`src/rtl/mc_bus_master.sv`:
```
// Burst master for a multiplexed address/data bus: one address beat, then a
// four-word write burst or a turnaround cycle followed by a four-word read burst.
module mc_bus_master #(
   parameter int DATA_W = 16,
   parameter int BURST  = 4
) (
   input  logic                     clk,
   input  logic                     resetN,
   input  logic                     cmd_valid,
   output logic                     cmd_ready,
   input  logic                     cmd_rw,
   input  logic [DATA_W-1:0]        cmd_addr,
   input  logic [DATA_W*BURST-1:0]  cmd_wdata,
   output logic [DATA_W*BURST-1:0]  rd_data,
   output logic                     done,
   output logic                     AddrValid,
   output logic                     rw,
   output logic [DATA_W-1:0]        AddrData_out,
   output logic                     AddrData_oe,
   input  logic [DATA_W-1:0]        AddrData_in
);

   typedef enum logic [2:0] {IDLE, ADDR, WDATA, TURN, RDATA, FIN} state_t;

   localparam logic [1:0] LAST_BEAT = 2'(BURST - 1);

   state_t                    state;
   logic [1:0]                beat;
   logic [DATA_W*BURST-1:0]   wdata_q;

   function automatic logic [DATA_W-1:0] word_at(input logic [DATA_W*BURST-1:0] v,
                                                 input logic [1:0] k);
      return v[int'(k)*DATA_W +: DATA_W];
   endfunction

   // Every bus output is registered: each branch sets the values for the state being entered.
   // NOTE: all state here uses non-blocking assignments so every register samples pre-edge values.
   always_ff @(posedge clk or negedge resetN) begin
      if (!resetN) begin
         state        <= IDLE;
         beat         <= '0;
         wdata_q      <= '0;
         cmd_ready    <= 1'b0;
         done         <= 1'b0;
         AddrValid    <= 1'b0;
         rw           <= 1'b0;
         AddrData_oe  <= 1'b0;
         AddrData_out <= '0;
         rd_data      <= '0;
      end else begin
         case (state)
            IDLE: begin
               if (cmd_valid && cmd_ready) begin
                  state        <= ADDR;
                  cmd_ready    <= 1'b0;
                  wdata_q      <= cmd_wdata;
                  rw           <= cmd_rw;
                  AddrValid    <= 1'b1;
                  AddrData_oe  <= 1'b1;
                  AddrData_out <= cmd_addr;
               end else begin
                  cmd_ready <= 1'b1;
               end
            end
            ADDR: begin
               AddrValid <= 1'b0;
               beat      <= '0;
               if (rw) begin
                  state        <= TURN;
                  AddrData_oe  <= 1'b0;
                  AddrData_out <= '0;
               end else begin
                  state        <= WDATA;
                  AddrData_out <= word_at(wdata_q, 2'd0);
               end
            end
            WDATA: begin
               beat <= beat + 2'd1;
               if (beat == LAST_BEAT) begin
                  state        <= FIN;
                  done         <= 1'b1;
                  AddrData_oe  <= 1'b0;
                  AddrData_out <= '0;
               end else begin
                  AddrData_out <= word_at(wdata_q, beat + 2'd1);
               end
            end
            TURN: begin
               state <= RDATA;
               beat  <= '0;
            end
            RDATA: begin
               rd_data[int'(beat)*DATA_W +: DATA_W] <= AddrData_in;
               beat <= beat + 2'd1;
               if (beat == LAST_BEAT) begin
                  state <= FIN;
                  done  <= 1'b1;
               end
            end
            FIN: begin
               state     <= IDLE;
               done      <= 1'b0;
               rw        <= 1'b0;
               cmd_ready <= 1'b1;
            end
            default: begin
               state        <= IDLE;
               done         <= 1'b0;
               AddrValid    <= 1'b0;
               AddrData_oe  <= 1'b0;
               AddrData_out <= '0;
            end
         endcase
      end
   end

endmodule

```
`config.mk`:
```
export PLATFORM = sky130hd
export DESIGN_NAME = mc_bus_master
export DESIGN_NICKNAME = d
export VERILOG_FILES = /design/src/rtl/mc_bus_master.sv
export SDC_FILE = /design/constraint.sdc
export NUM_CORES = 1
export LEC_CHECK = 0
export ABC_AREA = 1
export BUFFER_PORTS_ARGS = -buffer_cell sky130_fd_sc_hd__buf_2
export CAP_MARGIN = 20
export CELL_PAD_IN_SITES_DETAIL_PLACEMENT = 1
export CELL_PAD_IN_SITES_GLOBAL_PLACEMENT = 2
export CORE_MARGIN = 2
export CORE_UTILIZATION = 34
export CTS_BUF_LIST = sky130_fd_sc_hd__clkbuf_4 sky130_fd_sc_hd__clkbuf_8
export DETAILED_ROUTE_END_ITERATION = 6
export PLACE_DENSITY = 0.91
export SYNTH_ARGS = -nofsm -noshare
export SYNTH_HDL_FRONTEND = slang
export SYNTH_SLANG_ARGS = --single-unit
```
`constraint.sdc`:
```
create_clock -name clk -period 3.8 [get_ports clk]
set_input_delay 0.38 -clock clk [delete_from_list [all_inputs] [get_ports clk]]
set_output_delay 0.38 -clock clk [all_outputs]
set_load 0.005 [all_outputs]
```
==> flow_metrics.tcl <==
set metrics [dict create \
    synth_top_area_share_pct 52.82 \
    die_x_um 150.5 \
    report.final.slew_viol_count 0 \
    worst_hold_slack_ns -0.008614 \
    fin_crit_sh_pct 65.48 \
    netlist_instances 909 \
    ys_top_cells_by_area "dfrtp_1 53%, nand2_1 18%, o21ai_0 6.0%" \
    timing.fmax_mhz 401.9 \
    skew_ns 0.01555 \
    path_class "reg2reg" \
    avgSynthCellArea_um2 8.026 \
    cp_max_fo 72 \
    post_drt_wl_per_cell_um 16.41 \
    rsz0062_at_grt "false" \
    core.rowCount 53 \
    grt_use_met2_pct 36.00 \
    viasPerCell 4.886 \
    overflow 0 \
    final_cell_mix "351 x nand2_1, 183 x buf_2, 153 x dfrtp_1" \
    synth_area_um2 7296 \
    gr-max-usage-layer "met2" \
    worst-slew-pin-transition_ns 0.9722 \
    crit_path_start_kind "flip-flop" \
    final_common_cell "nand2_1" \
    coreArea_um2 21020 \
    timing.rr.start "state[0]" \
    finalWorstSetupSlack_ns 1.312 \
    drt_iter0_markers 327 \
    clock_latency_ns 0.47 \
    cts_resized 0 \
    power_density_nw_per_um2 841.6 \
    violations "hold timing" \
    grt_use_met1_pct 25.09 \
    status "finished, violations left" \
    antenna_found_initial 4 \
    final_nets 1170 \
    cts_buffer_depth 2 \
    io_buffers 184 \
    clkTransAtPathRegs_ns 0.09 \
    dr.pass1.iters 4 \
    startpoint "state[0]" \
    io_pins 185 \
    synth_top_area_cell "dfrtp_1" \
    cp.arrival_ns 2.87 \
    finalSetupViolations 0 \
    grt_pass1_wl_um 35350 \
    cts-htree-levels 4 \
    reg2reg_depth 6 \
    reg2reg_slack_ns 1.31 \
    clkSinkCount 154 \
    p_leak_nw 4.513 \
    hold_class "in2async" \
    use_met3_pct 3.909 \
    pre_cts_slack_ns 1.330 \
    place_congestion 0.7623 \
    ys_ff_latch 154 \
    drive_gt1_share_pct 22.73 \
    cts_tree "yes" \
    slew_headroom_pct 35.03 \
    ir_drop_v 0.0003051 \
    maxCapViolations 0 \
    r2r-end "wdata_q[24]" \
    min_period_ns 2.488 \
    grt_pass1_vias 6922 \
    cts_hold_buf 0 \
    cts_root_buf "clkbuf_8" \
    remaining_drc_errors 0 \
    start_util_pct 34.71 \
    die_area_um2 22650 \
    cp-endpoint "wdata_q[24]" \
    synth_nets 1014 \
    report.final.hold_viol_count 11 \
    dp_hpwl_um 16060 \
    drt_wl_total_um 22250 \
    syn2layout_area_growth_pct 20.29 \
    cts_buffers 17 \
    end_kind "flip-flop" \
    cp.required_ns 4.18 \
    ys_seq_area_share_pct 52.82 \
    grt_use_total_pct 20.26 \
    via_count 6626 \
    yosys.cell_types.count 32 \
    die_y_um 150.5 \
    grt_max_degree 94 \
    post_cts_buffers 0 \
    fin_tns_setup_ns 0 \
    postRouteAntennaNets 0 \
    yosysWarnings 0 \
]
## critical path, cell delays in order, from the launching register on
cell and delay, ns:
dfrtp_1 0.47, nor2_4 0.49, nand4_2 0.25, clkinv_2 0.69, buf_4 0.33, nand2_1 0.07, o21ai_0 0.08
## area by class of cell
class | count | area [um^2]
flip-flops and latches | 154 | 3855
inverters | 81 | 307.8
clock buffers | 20 | 269.0
fillers | 2620 | 12250
multi-input cells | 618 | 2820
repair buffers | 193 | 1007
well taps | 275 | 344.1
clock inverters | 12 | 165.2
diodes | 3 | 7.507
## how the worst min path moves through the flow
stage / start / to / slack (ns) / cells after the start
final: resetN / rd_data[22] / -0.009 / 1
after global placement: AddrData_out[6] / AddrData_out[6] / 0.46 / 2
after floorplan: resetN / AddrData_oe / 0.08 / 0
after global routing: resetN / rd_data[23] / 0.04 / 1
after CTS: resetN / rd_data[13] / 0.03 / 1
after detailed placement: AddrValid / AddrValid / 0.46 / 2
## through the flow
step                      instance area (um^2)  instances  power (mW)  util (%)
after detailed placement                  8334       1321       6.113     39.65
after floorplan                           7296        909       4.975         -
after global routing                      8768       1353       8.073     41.71
after CTS                                 8768       1353       7.505     41.71
final                                     8776       1356       7.386     41.75
after global placement                    8334       1321       6.008     39.65
## synthesized netlist by cell type
cell / instances
dfrtp_1: 154
nand2_2: 1
inv_2: 7
buf_2: 27
clkinv_1: 1
nand3_4: 1
o21ai_0: 88
nand2_4: 1
inv_1: 72
o21ai_1: 44
buf_1: 2
nand2_1: 351
a21oi_2: 1
a31oi_1: 1
inv_4: 1
nor2_1: 5
nor2_4: 2
buf_4: 8
nor2_2: 1
nand3_2: 1
ha_1: 5
clkbuf_1: 11
o21a_1: 17
nand4_2: 1
a21oi_1: 2
buf_6: 5
o31ai_1: 2
nand4_1: 16
clkbuf_2: 3
nand3_1: 76
nor3_4: 1
nor3_2: 1
## power breakdown
| part | switching, mW | internal [mW] |
|---|---|---|
| clock network | 0.662 | 0.700 |
| registers | 0.357 | 2.36 |
| logic | 2.19 | 1.12 |
## cell families after synthesis
logic type | count (synthesis) | share of synthesized area [%]
adder cells (fa/ha/maj) | 5 | 0.8575
flip-flops | 154 | 52.82
buffers and inverters | 137 | 8.523
AND/OR/NAND/NOR | 458 | 26.44
AO/OA/AOI/OAI | 155 | 11.35
## flip-flops by register name, indices dropped and copies added (netlist names)
register,cells
state,3
done,1
AddrData_out,16
cmd_ready,1
AddrValid,1
beat,2
wdata_q,64
rd_data,64
rw,1
AddrData_oe,1
## per-layer routing
layer  wire, um  share of wire [%]  vias to the layer above
met5         15              0.067                        -
li1           -                  -                     3214
met2      11170                 50                      156
met4        274                1.2                        2
met3       1044                4.7                       24
met1       9739                 44                     3230
(Power assumes the default switching activity.)
